`config.mk`:
```
export PLATFORM = sky130hd
export DESIGN_NAME = instr_fetch_unit_flat
export DESIGN_NICKNAME = d
export VERILOG_FILES = /design/src/rtl/instr_fetch_if.sv /design/src/rtl/instr_fetch_unit.sv /design/src/flat_wrapper.sv
export SDC_FILE = /design/constraint.sdc
export NUM_CORES = 1
export LEC_CHECK = 0
export ABC_AREA = 1
export BUFFER_PORTS_ARGS = -buffer_cell sky130_fd_sc_hd__buf_2
export CAP_MARGIN = 20
export CELL_PAD_IN_SITES_DETAIL_PLACEMENT = 1
export CELL_PAD_IN_SITES_GLOBAL_PLACEMENT = 2
export CORE_MARGIN = 2
export CORE_UTILIZATION = 39
export DETAILED_ROUTE_END_ITERATION = 8
export PLACE_DENSITY = 0.8
export SYNTH_ARGS = -nofsm -noshare
export SYNTH_HDL_FRONTEND = slang
export SYNTH_SLANG_ARGS = --single-unit
```
`constraint.sdc`:
```
create_clock -name clk -period 2.3 [get_ports clk]
set_input_delay 0.115 -clock clk [delete_from_list [all_inputs] [get_ports clk]]
set_output_delay 0.115 -clock clk [all_outputs]
set_load 0.01 [all_outputs]
```
`src/rtl/instr_fetch_if.sv`:
```
// Bundles the program-load, run control and instruction-issue signals
// between the instruction fetch unit and its environment.
interface instr_fetch_if #(
   parameter int INSTR_WIDTH = 20,
   parameter int PC_BITS     = 5,
   parameter int COUNT_WIDTH = 8
);
   logic                   prog_we;
   logic [PC_BITS-1:0]     prog_addr;
   logic [INSTR_WIDTH-1:0] prog_data;
   logic                   run;
   logic                   instr_ack;
   logic [INSTR_WIDTH-1:0] instr_out;
   logic                   instr_valid;
   logic [PC_BITS-1:0]     pc_out;
   logic                   halted;
   logic [COUNT_WIDTH-1:0] issued_cnt;

   modport master (
      output prog_we, prog_addr, prog_data, run, instr_ack,
      input  instr_out, instr_valid, pc_out, halted, issued_cnt
   );

   modport slave (
      input  prog_we, prog_addr, prog_data, run, instr_ack,
      output instr_out, instr_valid, pc_out, halted, issued_cnt
   );
endinterface

```
`src/rtl/instr_fetch_unit.sv`:
```
// Holds the program, keeps the PC and hands one instruction at a time to the CPU.
// Control words (opcode 00) are consumed here: all-zero is HALT, anything else is JUMP.
module instr_fetch_unit #(
   parameter int INSTR_WIDTH = 20,
   parameter int PC_BITS     = 5,
   parameter int COUNT_WIDTH = 8
) (
   input logic          clk,
   input logic          rst,
   instr_fetch_if.slave bus
);

   typedef enum logic [2:0] {
      S_IDLE    = 3'd0,
      S_FETCH   = 3'd1,
      S_DECODE  = 3'd2,
      S_PRESENT = 3'd3,
      S_HALT    = 3'd4
   } state_e;

   localparam int DEPTH = 2 ** PC_BITS;

   state_e                 state_q, state_d;
   logic [PC_BITS-1:0]     pc_q, pc_d;
   logic [INSTR_WIDTH-1:0] instr_q, instr_d;
   logic                   valid_q, valid_d;
   logic                   halted_q, halted_d;
   logic [COUNT_WIDTH-1:0] cnt_q, cnt_d;

   logic [INSTR_WIDTH-1:0] mem [DEPTH];
   logic [INSTR_WIDTH-1:0] rdata_q;
   logic                   mem_we;
   logic                   word_is_halt;
   logic                   word_is_jump;

   function automatic logic [COUNT_WIDTH-1:0] sat_inc(input logic [COUNT_WIDTH-1:0] v);
      return (&v) ? v : v + 1'b1;
   endfunction

   assign mem_we       = bus.prog_we && (state_q == S_IDLE || state_q == S_HALT);
   assign word_is_halt = (rdata_q == '0);
   assign word_is_jump = (rdata_q[INSTR_WIDTH-1 -: 2] == 2'b00) && !word_is_halt;

   // Program memory: loads only while stopped, read is registered on leaving FETCH
   always_ff @(posedge clk) begin
      if (mem_we) begin
         mem[bus.prog_addr] <= bus.prog_data;
      end
      if (state_q == S_FETCH) begin
         rdata_q <= mem[pc_q];
      end
   end

   always_ff @(posedge clk) begin
      if (rst) begin
         state_q  <= S_IDLE;
         pc_q     <= '0;
         instr_q  <= '0;
         valid_q  <= 1'b0;
         halted_q <= 1'b0;
         cnt_q    <= '0;
      end else begin
         state_q  <= state_d;
         pc_q     <= pc_d;
         instr_q  <= instr_d;
         valid_q  <= valid_d;
         halted_q <= halted_d;
         cnt_q    <= cnt_d;
      end
   end

   always_comb begin
      state_d = state_q;
      case (state_q)
         S_IDLE:    if (bus.run && !bus.prog_we) state_d = S_FETCH;
         S_FETCH:   state_d = S_DECODE;
         S_DECODE: begin
            if (word_is_halt)      state_d = S_HALT;
            else if (word_is_jump) state_d = S_FETCH;
            else                   state_d = S_PRESENT;
         end
         S_PRESENT: if (bus.instr_ack) state_d = bus.run ? S_FETCH : S_IDLE;
         S_HALT:    state_d = S_HALT;
         default:   state_d = S_IDLE;
      endcase
   end

   always_comb begin
      pc_d     = pc_q;
      instr_d  = instr_q;
      valid_d  = valid_q;
      halted_d = halted_q;
      cnt_d    = cnt_q;
      case (state_q)
         S_DECODE: begin
            if (word_is_halt) begin
               halted_d = 1'b1;
            end else if (word_is_jump) begin
               pc_d = rdata_q[PC_BITS-1:0];
            end else begin
               instr_d = rdata_q;
               valid_d = 1'b1;
               pc_d    = pc_q + 1'b1;
               cnt_d   = sat_inc(cnt_q);
            end
         end
         S_PRESENT: if (bus.instr_ack) valid_d = 1'b0;
         default: ;
      endcase
   end

   assign bus.instr_out   = instr_q;
   assign bus.instr_valid = valid_q;
   assign bus.pc_out      = pc_q;
   assign bus.halted      = halted_q;
   assign bus.issued_cnt  = cnt_q;

endmodule

```
`src/flat_wrapper.sv`:
```
// flat-port wrapper written by rule: the top's interface ports become plain ports
module instr_fetch_unit_flat 
#(
   parameter int INSTR_WIDTH = 20,
   parameter int PC_BITS     = 5,
   parameter int COUNT_WIDTH = 8
)
  (clk, rst, bus_prog_we, bus_prog_addr, bus_prog_data, bus_run, bus_instr_ack, bus_instr_out, bus_instr_valid, bus_pc_out, bus_halted, bus_issued_cnt);
  instr_fetch_if #(.INSTR_WIDTH(INSTR_WIDTH), .PC_BITS(PC_BITS), .COUNT_WIDTH(COUNT_WIDTH)) bus_i ();
  input logic clk;
  input logic rst;
  input wire logic [$bits(bus_i.prog_we)-1:0] bus_prog_we;
  input wire logic [$bits(bus_i.prog_addr)-1:0] bus_prog_addr;
  input wire logic [$bits(bus_i.prog_data)-1:0] bus_prog_data;
  input wire logic [$bits(bus_i.run)-1:0] bus_run;
  input wire logic [$bits(bus_i.instr_ack)-1:0] bus_instr_ack;
  output wire logic [$bits(bus_i.instr_out)-1:0] bus_instr_out;
  output wire logic [$bits(bus_i.instr_valid)-1:0] bus_instr_valid;
  output wire logic [$bits(bus_i.pc_out)-1:0] bus_pc_out;
  output wire logic [$bits(bus_i.halted)-1:0] bus_halted;
  output wire logic [$bits(bus_i.issued_cnt)-1:0] bus_issued_cnt;
  assign bus_i.prog_we = bus_prog_we;
  assign bus_i.prog_addr = bus_prog_addr;
  assign bus_i.prog_data = bus_prog_data;
  assign bus_i.run = bus_run;
  assign bus_i.instr_ack = bus_instr_ack;
  assign bus_instr_out = bus_i.instr_out;
  assign bus_instr_valid = bus_i.instr_valid;
  assign bus_pc_out = bus_i.pc_out;
  assign bus_halted = bus_i.halted;
  assign bus_issued_cnt = bus_i.issued_cnt;
  instr_fetch_unit #(.INSTR_WIDTH(INSTR_WIDTH), .PC_BITS(PC_BITS), .COUNT_WIDTH(COUNT_WIDTH)) u_core (.clk(clk), .rst(rst), .bus(bus_i));
endmodule
```
==> impl_metrics.toml, run 1 <==
[run_status]
status = "completed"

[layout]
postLayoutCoreUtil = 0.458
fin_area_sq_um = 32600
stdcell_count = 3423
num-nets-final = 2446
synthToLayoutAreaGrowth_pct = 16.6
num-fill-cells = 7388
drive_above_1_share = 0.134

[placement]
gp_congestion = 0.821
pre_cts_ws_ns = 0.150
hpwl_um = 49800
place_inst = 3282
portBuffers = 64
placed_area_sq_um = 30200

[critical_path]
timing.critical_path.from = "u_core.bus.pc_out[1]"
arrival_ns = 2.60
ff2ff_path_depth = 9
crit_path_start_kind = "flop"
cp_max_fo = 61
cp-end-kind = "flop"
cp_num_cells = 9
critPathKind = "flop to flop"
r2r_slack_ns = 0.08
rr_startpoint = "u_core.bus.pc_out[1]"
slowest_stage = "dfxtp_4"
crit_family = "buffers and inverters"
max_stage_delay_ns = 0.40
cp_num_buf_inv = 3
cp_common_cell = "nand2_1"
cp.required_ns = 2.68
crit_chain = "buf_12, buf_4, nor2_1, o21ai_0, o211ai_1, nand3_1, nand2_1, nand2_1, inv_1"
regToRegEndpoint = "u_core.rdata_q[11]"

[logic_synthesis]
yosysWarnings = 0
synth_top_area_frac = 0.708
synth-seq-area-share = 0.735
synth_cells = 2300
synth_area_leaders = "edfxtp_1 (71%), nor2_1 (5.9%), nand2_1 (4.4%)"
syn-num-nets = 2332
synth_cell_types = 30
synth.most_common_cell = "edfxtp_1"
ys.flop_type = "edfxtp_1"
syn_area_sq_um = 28000
ys_ff_latch = 698
syn_area_per_cell_sq_um = 12.2
synth_edf_count = 660
yosysTopAreaCell = "edfxtp_1"
ys_async_sr_fraction = 0
yosys-top-cells-count = "edfxtp_1 (660), nor2_1 (443), nand2_1 (329)"

[routing]
drt-total-wl_um = 84200
antenna_left = 0
wl_per_cell_um = 24.6
drtPass1Iterations = 5
vias_per_cell = 5.48
drcViolationCount = 0
dr.first_iter.drc_count = 1670
vias = 18800

[cts]
postCtsHoldBufs = 6
cts.reportedPaths.clkPinSlew_ns = 0.06
post_cts_buffers = 0
cts_resized = 0
cts_tree = "yes"
ctsRootBufferMaster = "clkbuf_16"
cts_num_sinks = 698
cts_buffer_depth = 3
insertion_delay_ns = 0.62
cts_buffers = 74
htreeDepth = 3

[power]
seq_power_share = 0.457
comb_power_share = 0.167
power.share.switching = 0.282
cellInternalPower_mw = 22.8
power_frac_clock = 0.376
peakVddDrop_mv = 0.440
power.leakage_nw = 11.4
p_per_area_nw_per_um2 = 973
switching_power_mw = 8.96
p_total_mw = 31.8

[die]
die_y_um = 272
die_x_um = 272
initial_core_util = 0.393
top_level_ports = 65
core-area_sq_um = 71200
num_rows = 98
dieArea_sq_um = 74000

[sta]
drv_slew = 0
grt_setup_unrepaired = "no"
fmax_ghz = 0.451
post-route-period-util = 0.964
period_needed_ns = 2.22
finalSetupTns_ns = 0
setup_viol = 0
max-slew-margin-rel = 0.452
skew_ns = 0.0282
timing.hold.ws_ns = 0.0644
final_hold_viol_count = 0
worstMarginPinSlew_ns = 0.821
setup_ws_ns = 0.0833

[hold_path]
hold_class = "input pin to flop"
min_from = "bus_prog_data[19]"
holdPathEnd = "u_core.mem[30][19]"
hold_depth = 1

[global_route]
antenna_found_initial = 3
grt_pass1_vias = 19400
grt_max_degree = 77
track_usage = 0.228
gr-total-overflow = 0
grt_pass1_wl_um = 125000

[flow_run]
maxCapViolations = 0
[layout by cell type, fill, tap and decap left out, types with 8 or more instances in the layout]
cell type  synthesis  routed
edfxtp_1         660     660
nor2_1           443     410
nand2_1          329     329
o21ai_0          230     230
nand3_1          179     179
clkbuf_16          0      76
o211ai_1          75      75
buf_2             38      64
a21oi_1           59      59
buf_4              6      58
inv_1             57      54
buf_12             4      47
nor2_2            10      42
o21ai_1           36      36
dfxtp_1           38      35
o22ai_1           20      20
clkinv_1           0      19
clkbuf_1          60      12
clkinv_2           0      11
bufinv_16          0       8
[flip-flops by register name (all words and copies together) (netlist names)]
name                    flops
u_core.bus.halted           1
u_core.rdata_q             20
u_core.bus.instr_valid      1
u_core.bus.pc_out           5
u_core.mem                640
u_core.bus.issued_cnt       8
u_core.bus.instr_out       20
u_core.state_q              3
[power groups by stage]
stage / Combinational [mW] / Clock, mW / Sequential, mW
floorplan: 3.15 / 0 / 14.7
finish: 5.30 / 11.9 / 14.5
CTS: 5.32 / 12.1 / 14.5
global route: 5.80 / 12.6 / 14.5
global placement: 5.10 / 0 / 14.8
detailed placement: 5.26 / 0 / 14.8
[routing by layer]
metal / wire, um / track usage
met4: 2070 / 0.0622
met5: 21 / 0
met3: 5080 / 0.0316
met1: 35600 / 0.306
met2: 41400 / 0.389
[cell type report]
type / instances / area, sq um / area share
Timing Repair Buffer: 175 / 1760 / 0.0538
Multi-Input combinational cell: 1405 / 6480 / 0.198
Tap cell: 950 / 1190 / 0.0364
Clock buffer: 88 / 1950 / 0.0596
Inverter: 60 / 233 / 0.00713
Clock inverter: 46 / 455 / 0.0139
Sequential cell: 698 / 20600 / 0.631
Antenna cell: 1 / 2.50 / 0.0000766
[cells by family after synthesis]
group                      synth area share
and+or+nand+nor                       0.139
DFF                                   0.735
AOI/OAI and AO/OA                    0.0855
buffers and inverters                0.0370
xor gates and xnor gates            0.00219
adders and majority gates          0.000894
[worst max-delay path by stage]
stage,end,slack (ns)
finish,u_core.rdata_q[11],0.08
global route,u_core.rdata_q[11],0.01
global placement,u_core.rdata_q[5],0.21
CTS,u_core.rdata_q[11],0.11
detailed placement,u_core.rdata_q[0],0.15
floorplan,u_core.rdata_q[0],0.005
(Power assumes the default switching activity.)
==> run 2, diff against run 1 <==
Settings changed: ABC_AREA 1 to not set, CORE_UTILIZATION 39 to 40, PLACE_DENSITY 0.8 to 0.75.
==> run 2 against run 1 <==
  * Power decreased by 15%
  * Worst setup slack worse by 0.069 ns
  * First-iteration DRC count decreased by 20%
  * Critical path depth fell by 5
  * Wire length down 14%
  * Area after synthesis shrank 4.5%
  * Clock skew shrank 0.010 ns
  * Cell count decreased by 26%
  * Sequential power about the same
  * Hold slack got worse by 0.030 ns
  * Clock power down 3%
  * Largest power group unchanged
  * Highest routed layer is now met4
==> impl_metrics.toml, run 2 <==
[run_status]
status = "completed"

[routing]
vias = 14400
drtPass1Iterations = 5
drcViolationCount = 0
drt-total-wl_um = 72200
wl_per_cell_um = 28.4
antenna_left = 0
vias_per_cell = 5.67
dr.first_iter.drc_count = 1338

[cts]
ctsRootBufferMaster = "clkbuf_16"
htreeDepth = 3
insertion_delay_ns = 0.61
cts_num_sinks = 698
cts_tree = "yes"
cts_buffers = 76
cts_buffer_depth = 3
cts.reportedPaths.clkPinSlew_ns = 0.06

[sta]
worstMarginPinSlew_ns = 0.823
period_needed_ns = 2.29
fmax_ghz = 0.438
skew_ns = 0.0183
drv_slew = 0
setup_viol = 0
grt_setup_unrepaired = "yes"
post-route-period-util = 0.994
final_hold_viol_count = 0
max-slew-margin-rel = 0.452

[logic_synthesis]
yosysWarnings = 0
yosysTopAreaCell = "edfxtp_1"
syn_area_sq_um = 26700
synth_cells = 1453
ys_async_sr_fraction = 0
synth_cell_types = 49
synth_edf_count = 660
ys_ff_latch = 698
ys.flop_type = "edfxtp_1"
synth_top_area_frac = 0.741
synth-seq-area-share = 0.770
synth_area_leaders = "edfxtp_1 (74%), mux4_2 (6.7%), mux2i_1 (6.1%)"
syn_area_per_cell_sq_um = 18.4
yosys-top-cells-count = "edfxtp_1 (660), mux2i_1 (162), nand2_1 (97)"
syn-num-nets = 1485
synth.most_common_cell = "edfxtp_1"

[layout]
synthToLayoutAreaGrowth_pct = 18.0
postLayoutCoreUtil = 0.478
fin_area_sq_um = 31600
final_cell_mix = "edfxtp_1 (660), mux2i_1 (162), nand2_1 (96)"
drive_above_1_share = 0.246
mostFrequentLayoutCell = "edfxtp_1"
num-nets-final = 1660
stdcell_count = 2544
largest-register = "u_core.mem"
largest_register_ffs = 640
diodes = 0
num-fill-cells = 6128

[power]
p_per_area_nw_per_um2 = 856
power_frac_clock = 0.424
seq_power_share = 0.524
comb_power_share = 0.052
cellInternalPower_mw = 21.2
switching_power_mw = 5.79
power.leakage_nw = 9.71
power.share.switching = 0.214
peakVddDrop_mv = 0.621

[critical_path]
cp.required_ns = 2.55
cp-end-kind = "flop"
cp_max_fo = 27
critPathKind = "flop to flop"
arrival_ns = 2.54
crit_path_start_kind = "flop"

[die]
num_rows = 94
die_x_um = 263
die_y_um = 263
top_level_ports = 65
core-area_sq_um = 66000
dieArea_sq_um = 68900
initial_core_util = 0.405

[hold_path]
hold_class = "input pin to flop"

[global_route]
track_usage = 0.209
grt_pass1_wl_um = 105000
antenna_found_initial = 0
grt_pass1_vias = 15000
grt_max_degree = 46
gr-total-overflow = 0

[placement]
hpwl_um = 45000
place_inst = 2407
placed_area_sq_um = 29100
gp_congestion = 0.801
portBuffers = 64

[flow_run]
maxCapViolations = 0
==> run 2: cell type report <==
cell class                 count  area [sq um]  share of cell area
tap                          864          1080              0.0343
inverter                       3          11.3            0.000357
clock buffer                 101          2080              0.0658
timing repair buffer         175          1600              0.0507
multi-input combinational    674          5980               0.189
sequential                   698         20600               0.652
clock inverter                29           220             0.00698
==> run 2: per-layer routing <==
layer	vias up	global-route usage	wire length (um)
li1	6201	-	-
met1	7635	0.290	31500
met2	488	0.339	34600
met3	97	0.0403	4520
met4	0	0.0572	1610
met5	-	0	0
==> run 2: final timing paths <==
kind / from / to / slack (ns) / depth (start not counted)
hold reg to reg: u_core.bus.instr_out[9] / u_core.bus.instr_out[9] / 0.45 / 2
setup / recovery: u_core.bus.pc_out[0] / u_core.rdata_q[0] / 0.01 / 4
hold / removal: rst / u_core.bus.issued_cnt[3] / 0.03 / 2
setup reg to reg: u_core.bus.pc_out[0] / u_core.rdata_q[0] / 0.01 / 4
==> run 2: power by group through the flow <==
stage / Combinational [mW] / Sequential (mW) / Clock [mW]
detailed placement: 1.39 / 14.4 / 0
floorplan: 0.715 / 14.4 / 0
finish: 1.39 / 14.2 / 11.5
CTS: 1.41 / 14.2 / 11.7
global placement: 1.35 / 14.4 / 0
global route: 1.49 / 14.2 / 12.0
==> run 2: critical path: stages (launching register included) <==
cell and delay, ns:
dfxtp_4 0.42, buf_12 0.25, mux4_2 0.56, a22oi_2 0.32
nand4_1 0.33
==> run 2: kinds of logic after synthesis <==
logic type,after synthesis,share of synthesized area
buffers and inverters,81,0.0128
DFF,698,0.770
adders and majority gates,2,0.000936
xor gates and xnor gates,1,0.000328
AOI/OAI and AO/OA,173,0.0421
and+or+nand+nor,255,0.0455
muxes,243,0.128
==> run 2: timing repair <==
| item | in CTS | in global routing |
|---|---|---|
| gates cloned | 0 | 1 |
| hold endpoints to repair | 3 | 0 |
| hold buffers | 3 | 0 |
| setup buffers | 0 | 3 |
| resized for setup | 11 | 2 |
| setup endpoints to repair | 6 | 15 |
| pin swaps | 2 | 5 |
==> run 2: through the flow <==
| step | setup WS, ns | power [mW] | hold WS (ns) | setup TNS, ns |
|---|---|---|---|---|
| after floorplan | -0.123 | 15.1 | 0.214 | -57.05 |
| after global placement | -0.142 | 15.8 | 0.364 | -0.335 |
| after detailed placement | -0.141 | 15.8 | 0.367 | -0.382 |
| after CTS | 0.0206 | 27.2 | 0.00780 | 0 |
| after global routing | -0.0452 | 27.7 | 0.0579 | -0.0505 |
| final | 0.0145 | 27.0 | 0.0348 | 0 |
